## config.mk

```make
export PLATFORM = sky130hd
export DESIGN_NAME = racetrack_shift_ctrl
export DESIGN_NICKNAME = d
export VERILOG_FILES = /design/src/rtl/racetrack_shift_ctrl_pkg.sv /design/src/rtl/rt_step_timer.sv /design/src/rtl/racetrack_shift_ctrl.sv
export SDC_FILE = /design/constraint.sdc
export NUM_CORES = 1
export LEC_CHECK = 0
export CAP_MARGIN = 0
export CELL_PAD_IN_SITES_DETAIL_PLACEMENT = 0
export CELL_PAD_IN_SITES_GLOBAL_PLACEMENT = 1
export CORE_MARGIN = 3
export CORE_UTILIZATION = 44
export DETAILED_ROUTE_END_ITERATION = 6
export PLACE_DENSITY = 0.88
export SYNTH_ARGS = -nofsm -noshare
export SYNTH_HDL_FRONTEND = slang
export SYNTH_SLANG_ARGS = --single-unit
```

## constraint.sdc

```tcl
create_clock -name clk_i -period 5.7 [get_ports clk_i]
set_clock_uncertainty 0.2 [all_clocks]
set_input_delay 1.425 -clock clk_i [delete_from_list [all_inputs] [get_ports clk_i]]
set_output_delay 1.425 -clock clk_i [all_outputs]
set_load 0.02 [all_outputs]
```

## src/rtl/racetrack_shift_ctrl_pkg.sv

```systemverilog
// Shared types and constants for the racetrack shift controller.
package racetrack_shift_ctrl_pkg;

    typedef enum logic [1:0] {
        ST_IDLE  = 2'd0,
        ST_SET   = 2'd1,
        ST_HOLD  = 2'd2,
        ST_RESET = 2'd3
    } shift_state_t;

    localparam logic SHIFT_LEFT  = 1'b1;
    localparam logic SHIFT_RIGHT = 1'b0;

    localparam int SHIFT_CYCLES_DEF = 1;

endpackage

```

## src/rtl/rt_step_timer.sv

```systemverilog
// SHIFT_CYCLES prescaler: first_o marks the first cycle of a step period,
// zero_o the last one. With SHIFT_CYCLES=1 both are constant 1.
module rt_step_timer
    import racetrack_shift_ctrl_pkg::*;
#(
    parameter int SHIFT_CYCLES = SHIFT_CYCLES_DEF
) (
    input  logic clk_i,
    input  logic rst_i,
    input  logic load_i,
    input  logic en_i,
    output logic zero_o,
    output logic first_o
);

    generate
        if (SHIFT_CYCLES == 1) begin : g_bypass
            logic unused_timer_in;
            assign unused_timer_in = ^{clk_i, rst_i, load_i, en_i};
            assign zero_o  = 1'b1;
            assign first_o = 1'b1;
        end else begin : g_count
            localparam int TW = $clog2(SHIFT_CYCLES);
            localparam logic [TW-1:0] RELOAD = TW'(SHIFT_CYCLES - 1);

            logic [TW-1:0] tmr_q;

            always_ff @(posedge clk_i or posedge rst_i) begin
                if (rst_i)
                    tmr_q <= '0;
                else if (load_i)
                    tmr_q <= RELOAD;
                else if (en_i)
                    tmr_q <= (tmr_q == '0) ? RELOAD : tmr_q - TW'(1);
            end

            assign zero_o  = (tmr_q == '0);
            assign first_o = (tmr_q == RELOAD);
        end
    endgenerate

endmodule

```

## src/rtl/racetrack_shift_ctrl.sv

```systemverilog
// Racetrack shift controller: issues one pulse per domain step, tracks the
// track offset, and replays the set count to return the track home.
module racetrack_shift_ctrl
    import racetrack_shift_ctrl_pkg::*;
#(
    parameter int CNT_WIDTH    = 10,
    parameter int N_POS        = 1024,
    parameter int SHIFT_CYCLES = SHIFT_CYCLES_DEF
) (
    input  logic                 clk_i,
    input  logic                 rst_i,
    input  logic                 shift_en_s_i,
    input  logic                 shift_en_r_i,
    input  logic                 shift_select_i,
    input  logic                 shift_s_i,
    input  logic                 source_shift_sel_i,
    input  logic [CNT_WIDTH-1:0] shift_n_i,
    output logic                 shift_pulse_o,
    output logic                 shift_dir_o,
    output logic                 shift_done_s_o,
    output logic                 shift_done_r_o,
    output logic [CNT_WIDTH-1:0] pos_o,
    output logic                 err_o
);

    localparam logic [CNT_WIDTH:0]   NPOS_X  = (CNT_WIDTH + 1)'(N_POS);
    localparam logic [CNT_WIDTH-1:0] POS_MAX = CNT_WIDTH'(N_POS - 1);

    shift_state_t         state_q, state_d;
    logic [CNT_WIDTH-1:0] cnt_q, cnt_d;
    logic [CNT_WIDTH-1:0] n_q, n_d;
    logic [CNT_WIDTH-1:0] pos_q, pos_d;
    logic                 err_q, err_d;

    logic                 n_oor;
    logic [CNT_WIDTH-1:0] n_clamped;
    logic                 active, cnt_nz, run, pulse, step;
    logic                 tmr_load, tmr_zero, tmr_first;

    assign n_oor     = ({1'b0, shift_n_i} >= NPOS_X);
    assign n_clamped = n_oor ? POS_MAX : shift_n_i;

    // The pulse opens a step period and the count retires when it closes,
    // so done never rises before the last step period has elapsed.
    assign active = (state_q == ST_SET   && shift_en_s_i) ||
                    (state_q == ST_RESET && shift_en_r_i);
    assign cnt_nz = (cnt_q != '0);
    assign run    = active && shift_select_i && cnt_nz;
    assign pulse  = run && tmr_first;
    assign step   = run && tmr_zero;

    rt_step_timer #(
        .SHIFT_CYCLES(SHIFT_CYCLES)
    ) u_timer (
        .clk_i  (clk_i),
        .rst_i  (rst_i),
        .load_i (tmr_load),
        .en_i   (run),
        .zero_o (tmr_zero),
        .first_o(tmr_first)
    );

    always_ff @(posedge clk_i or posedge rst_i) begin
        if (rst_i) begin
            state_q <= ST_IDLE;
            cnt_q   <= '0;
            n_q     <= '0;
            pos_q   <= '0;
            err_q   <= 1'b0;
        end else begin
            state_q <= state_d;
            cnt_q   <= cnt_d;
            n_q     <= n_d;
            pos_q   <= pos_d;
            err_q   <= err_d;
        end
    end

    always_comb begin
        state_d  = state_q;
        cnt_d    = cnt_q;
        n_d      = n_q;
        err_d    = err_q;
        tmr_load = 1'b0;
        case (state_q)
            ST_IDLE: begin
                if (shift_en_s_i) begin
                    state_d  = ST_SET;
                    cnt_d    = n_clamped;
                    n_d      = n_clamped;
                    tmr_load = 1'b1;
                    err_d    = err_q | n_oor;
                end else if (shift_en_r_i) begin
                    state_d  = ST_RESET;
                    cnt_d    = source_shift_sel_i ? n_q : n_clamped;
                    tmr_load = 1'b1;
                    err_d    = err_q | (n_oor & ~source_shift_sel_i);
                end
            end
            ST_SET: begin
                if (!cnt_nz)
                    state_d = ST_HOLD;
                else if (step)
                    cnt_d = cnt_q - CNT_WIDTH'(1);
            end
            ST_HOLD: begin
                if (shift_en_r_i) begin
                    state_d  = ST_RESET;
                    cnt_d    = source_shift_sel_i ? n_q : n_clamped;
                    tmr_load = 1'b1;
                    err_d    = err_q | (n_oor & ~source_shift_sel_i);
                end
            end
            ST_RESET: begin
                if (!cnt_nz) begin
                    state_d = ST_IDLE;
                    n_d     = '0;
                end else if (step) begin
                    cnt_d = cnt_q - CNT_WIDTH'(1);
                end
            end
            default: state_d = ST_IDLE;
        endcase
    end

    always_comb begin
        pos_d = pos_q;
        if (pulse) begin
            if (shift_dir_o == SHIFT_LEFT)
                pos_d = (pos_q == POS_MAX) ? '0 : pos_q + CNT_WIDTH'(1);
            else
                pos_d = (pos_q == '0) ? POS_MAX : pos_q - CNT_WIDTH'(1);
        end
    end

    assign shift_pulse_o  = pulse;
    assign shift_dir_o    = (state_q == ST_SET) ? SHIFT_LEFT : SHIFT_RIGHT;
    assign shift_done_s_o = (state_q == ST_SET)   && !cnt_nz;
    assign shift_done_r_o = (state_q == ST_RESET) && !cnt_nz;
    assign pos_o          = pos_q;
    assign err_o          = err_q;

    a_dir_match: assert property (@(posedge clk_i) disable iff (rst_i)
        shift_pulse_o |-> (shift_s_i == shift_dir_o));

    a_done_onehot: assert property (@(posedge clk_i) disable iff (rst_i)
        !(shift_done_s_o && shift_done_r_o));

endmodule

```

# Yosys cells after proc, flatten, opt, wreduce, memory -nomap -nowiden
# Cells that the tools add are included.
# W data, S select, Z words.
[word_totals]
ff_bits = 32
input_bits = 17
out_inout_bits = 15
word_cells = 50
[classes]
addsub = 3
eq_ne = 9
mux = 18
reduce_logical = 16
[op_table]
columns = ["op", "count"]
rows = [
  ["$mux W10", 10],
  ["$pmux W10 S3", 1],
  ["$pmux W10 S2", 1],
  ["$sub A10 B1 Y10 const B", 2],
  ["$add A10 B1 Y10 const B", 1],
  ["$eq A10 B10 Y1 const B", 1],
  ["$logic_not A10 Y1", 1],
  ["$reduce_bool A10 Y1", 1],
  ["$mux W2", 4],
  ["$pmux W2 S4", 1],
  ["$logic_and A1 B1 Y1", 6],
  ["$ne A2 B2 Y1 const B", 3],
  ["$eq A2 B2 Y1 const B", 2],
  ["$ne A2 B1 Y1 const B", 2],
  ["$reduce_and A2 Y1", 2],
  ["$reduce_and A3 Y1", 1],
  ["$eq A2 B1 Y1 const B", 1],
  ["$logic_not A2 Y1", 1],
  ["$reduce_bool A2 Y1", 1],
  ["$reduce_or A2 Y1", 1],
  ["$logic_not A1 Y1", 1],
  ["$logic_or A1 B1 Y1", 1],
  ["$mux W1", 1],
]

# Longest topological paths before layout
[depth]
ltp_word = 8
depth_mapped = 9
ltp_nobuf = 8

# Hierarchy
# Synthesis repeated with hierarchy kept, for this count alone.
[unflattened]
cells_unflattened = 282
area_unflattened_um2 = 2323.5
[modules_own_cells]
columns = ["module", "n_inst", "cells_each", "area_each_um2", "seq_area_each_um2"]
rows = [
  ["racetrack_shift_ctrl", 1, 279, 2304.7, 800.8],
  ["rt_step_timer", 1, 3, 18.8, 0.0],
]

# Worst setup path before layout
# No wires, ideal clock.
[synth_path]
kind = "input-to-output"
startpoint = "input shift_en_r_i"
endpoint = "output shift_pulse_o"
t_arrival_ns = 2.242
path_slack_ns = 1.833
stages = 5
cell_sequence = "buf_2 -> a22oi_1 -> nor2b_1 -> nand2_4 -> inv_2"
[synth_between]
elab_chain_cells = 4
[synth_lines]
columns = ["element", "line_no", "rtl"]
rows = [
  ["start, declared", "racetrack_shift_ctrl.sv:13", "input logic shift_en_r_i,"],
  ["$logic_and A1 B1 Y1", "racetrack_shift_ctrl.sv:46", "(state_q == ST_RESET && shift_en_r_i);"],
  ["$logic_or A1 B1 Y1", "racetrack_shift_ctrl.sv:45", "assign active = (state_q == ST_SET && shift_en_s_i) ||"],
  ["$logic_and A1 B1 Y1 (2 in series)", "racetrack_shift_ctrl.sv:48", "assign run = active && shift_select_i && cnt_nz;"],
  ["end, declared", "racetrack_shift_ctrl.sv:18", "output logic shift_pulse_o,"],
]
# No other way between the ends.

# Worst setup path after layout
[layout_path]
startpoint = "input shift_en_s_i"
endpoint = "output shift_pulse_o"
[layout_between]
elab_chain_cells = 4
[layout_lines]
columns = ["element", "line_no", "rtl"]
rows = [
  ["start, declared", "racetrack_shift_ctrl.sv:12", "input logic shift_en_s_i,"],
  ["$logic_and A1 B1 Y1", "racetrack_shift_ctrl.sv:45", ""],
  ["$logic_or A1 B1 Y1", "racetrack_shift_ctrl.sv:45", ""],
  ["$logic_and A1 B1 Y1 (2 in series)", "racetrack_shift_ctrl.sv:48", ""],
]
# No other way between the ends.

==> impl_metrics.toml <==
[final_layout]
design_area_sq_um = 2751
area_growth_pct = 16.91
drive_above_1_share_pct = 6.494
diodes = 0
final_common_cell = "nand2_1"
finalNetCount = 331
layout_common_cells = "38 x nand2_1, 32 x dfrtp_1, 29 x clkdlybuf4s50_1"
nFillCells = 498
post-route-util_pct = 55.67

[global_routing]
grt_pass1_wl_mm = 10.50
antenna_found_initial = 0
grt_pass1_vias = 2163
grt_max_degree = 24
overflow = 0
grt_use_total_pct = 21.40

[min_path]
hold_end = "n_q[8]$_DFFE_PP0P_"
min_from = "n_q[8]$_DFFE_PP0P_"
hold_depth = 2
min_path_type = "reg -> reg"

[detailed_routing]
drc = 0
via_count = 2161
dr.first_iter.drc_count = 188
vias_per_cell = 5.763
wl_per_cell_um = 16.29
firstDrtPassIters = 4
antenna_left = 0
wirelength_mm = 6.110

[die]
io_pins = 32
coreArea_sq_um = 4942
num_rows = 25
fp.dieH_um = 79.14
dieArea_sq_um = 6262
initial_utilization_pct = 47.62
die_x_um = 79.14

[timing]
setup_ws_ns = 0.5887
rsz0062_at_grt = "false"
setup_tns_ns = 0
slew_headroom_pct = 37.31
finalHoldViolCount = 0
maxSlewViolCount = 0
fmax_mhz = 195.6
fin_crit_sh_pct = 89.67
fin_crit_ns = 5.111
tightestPinTransition_ns = 0.9331
setup_viol = 0

[logic_synthesis]
yosys_warnings = 0
synthArstFlopShare_pct = 100.0
synth_nets = 310
yosys.area.top_type = "dfrtp_1"
synth_edf_count = 0
ys.flop_type = "dfrtp_1"
syn-mean-instance-area_sq_um = 8.229
synth.area.top_cells = "dfrtp_1 34%, nand2_1 6.1%, ha_1 3.7%, o21ai_0 3.6%, nor2_1 3.5%"
yosys.area.top_type_share_pct = 34.02
syn-cell-area_sq_um = 2354
syn_inst = 286
synth_cell_types = 57
yosysSeqAreaShare_pct = 34.02
synth-seq-cells = 32

[setup_path]
end_kind = "output pin"
cp-start-kind = "input port"
worstPathCellList = "clkdlybuf4s50_1 -> a22oi_1 -> nor2b_1 -> nand2_4 -> inv_2 -> clkdlybuf4s50_1"
cpMostUsedCell = "clkdlybuf4s50_1"
crit_required_ns = 4.07
worstPathMaxFanout = 13
crit_arrival_ns = 3.49
critical_path_class = "in -> out"
slowest_stage = "clkdlybuf4s50_1"
crit_family = "buffers and inverters"
rrSetupSlack_ns = 2.79
worst-r2r-cell-count = 7
crit_buf_inv = 3
cpPeakStageDelay_ns = 0.63
rr_startpoint = "state_q[1]$_DFFE_PP0P_"
reg2reg_to = "cnt_q[3]$_DFFE_PP0P_"

[run]
maxCapViolCount = 0

[power]
ir_worst_vdd_v = 0.0004238
leakage_nw = 1.145
power_w = 0.001544
powerDensity_nw_per_um2 = 561.3

[cts]
cts_tree = "done"
numCtsBuffers = 5
clkTransAtPathRegs_ns = 0.07
cts_resized = 0
h-tree-depth = 2
clock-sinks = 32
post_cts.repair.setup_buffers = 0
postCtsHoldBufs = 0
clk_path_buf_depth = 2
cts_root_buffer = "clkbuf_8"
clk_latency_ns = 0.29

[place]
pre_cts_slack_ns = 0.5994
port_buffers = 29
place_area_sq_um = 2644
dp_hpwl_mm = 4.300
place_congestion = 0.8559

[status]
status = "completed"
[per-stage QoR]
stage	std cells	hold WS [ns]
2_1_floorplan	286	0.2374
3_3_place_gp	367	0.2489
3_5_place_dp	367	0.2588
4_1_cts	375	0.2751
5_1_grt	375	0.3026
6_report	375	0.2720
[worst reg2reg max path, cell delays in order (launching register included)]
cell and delay, ns:
dfrtp_1 0.41, inv_1 0.09, ha_1 0.65, a22oi_1 0.15
nor2b_1 0.37, a21oi_4 0.19, or2_2 0.38, a221o_1 0.36
[registers in the layout, summed over array words and instances (netlist names)]
signal   flops
cnt_q       10
n_q         10
pos_o       10
state_q      2
[area by class of cell]
cell class	count	area, sq um	share of cell area [%]
multi-input combinational	219	1386	50.39
sequential	32	800.8	29.10
timing repair buffer	31	305.3	11.10
tap	67	83.83	3.047
clock buffer	6	72.57	2.638
inverter	18	67.56	2.456
clock inverter	2	35.03	1.273
[how the worst max path moves through the flow]
stage	startpoint	end	slack (ns)	depth (start not counted)
finish	shift_en_s_i	shift_pulse_o	0.59	6
detailed placement	shift_en_s_i	shift_pulse_o	0.60	6
global placement	shift_en_s_i	shift_pulse_o	0.63	6
global route	shift_en_s_i	shift_pulse_o	0.47	6
CTS	shift_en_s_i	shift_pulse_o	0.59	6
floorplan	shift_en_r_i	shift_pulse_o	1.83	5
[power breakdown]
part / leakage [nW] / switching (W) / internal, W / total [W]
clock: 0.0552 / 0.0000924 / 0.000130 / 0.000222
sequential: 0.407 / 0.000127 / 0.000333 / 0.000460
combinational: 0.683 / 0.000503 / 0.000360 / 0.000863
[cells in the mapped netlist, types with 3 or more instances]
cell / number
o21ai_0: 17
o211ai_1: 3
nand3b_1: 8
o22ai_1: 4
clkbuf_1: 11
nand2_1: 38
dfrtp_1: 32
buf_6: 4
ha_1: 7
a22o_1: 3
inv_1: 17
and2_1: 3
nand3_1: 6
or2_2: 3
a21oi_1: 11
xnor2_1: 5
o21ai_1: 7
a31oi_1: 3
o31ai_1: 7
a211oi_1: 6
nor4_1: 3
mux2i_1: 8
nor3_1: 11
nor2b_1: 5
a221oi_1: 4
nor2_1: 22
[metal layers]
metal | part of all wire, % | up-vias | GRT usage [%]
met5 | 0 | - | 0
met4 | 1.7 | 0 | 7.904
met3 | 4.3 | 9 | 4.762
met2 | 44 | 44 | 32.58
met1 | 50 | 1035 | 29.65
li1 | - | 1073 | -
[logic make-up after synthesis]
| family | share of synthesized area [%] |
|---|---|
| simple gates | 23.66 |
| compound gates | 24.88 |
| buf+inv | 7.070 |
| flops | 34.02 |
| mux | 3.881 |
| fa+ha+maj | 3.721 |
| xor+xnor | 2.605 |
| other cells | 0.1593 |
Power figures use the tool's default switching activity.
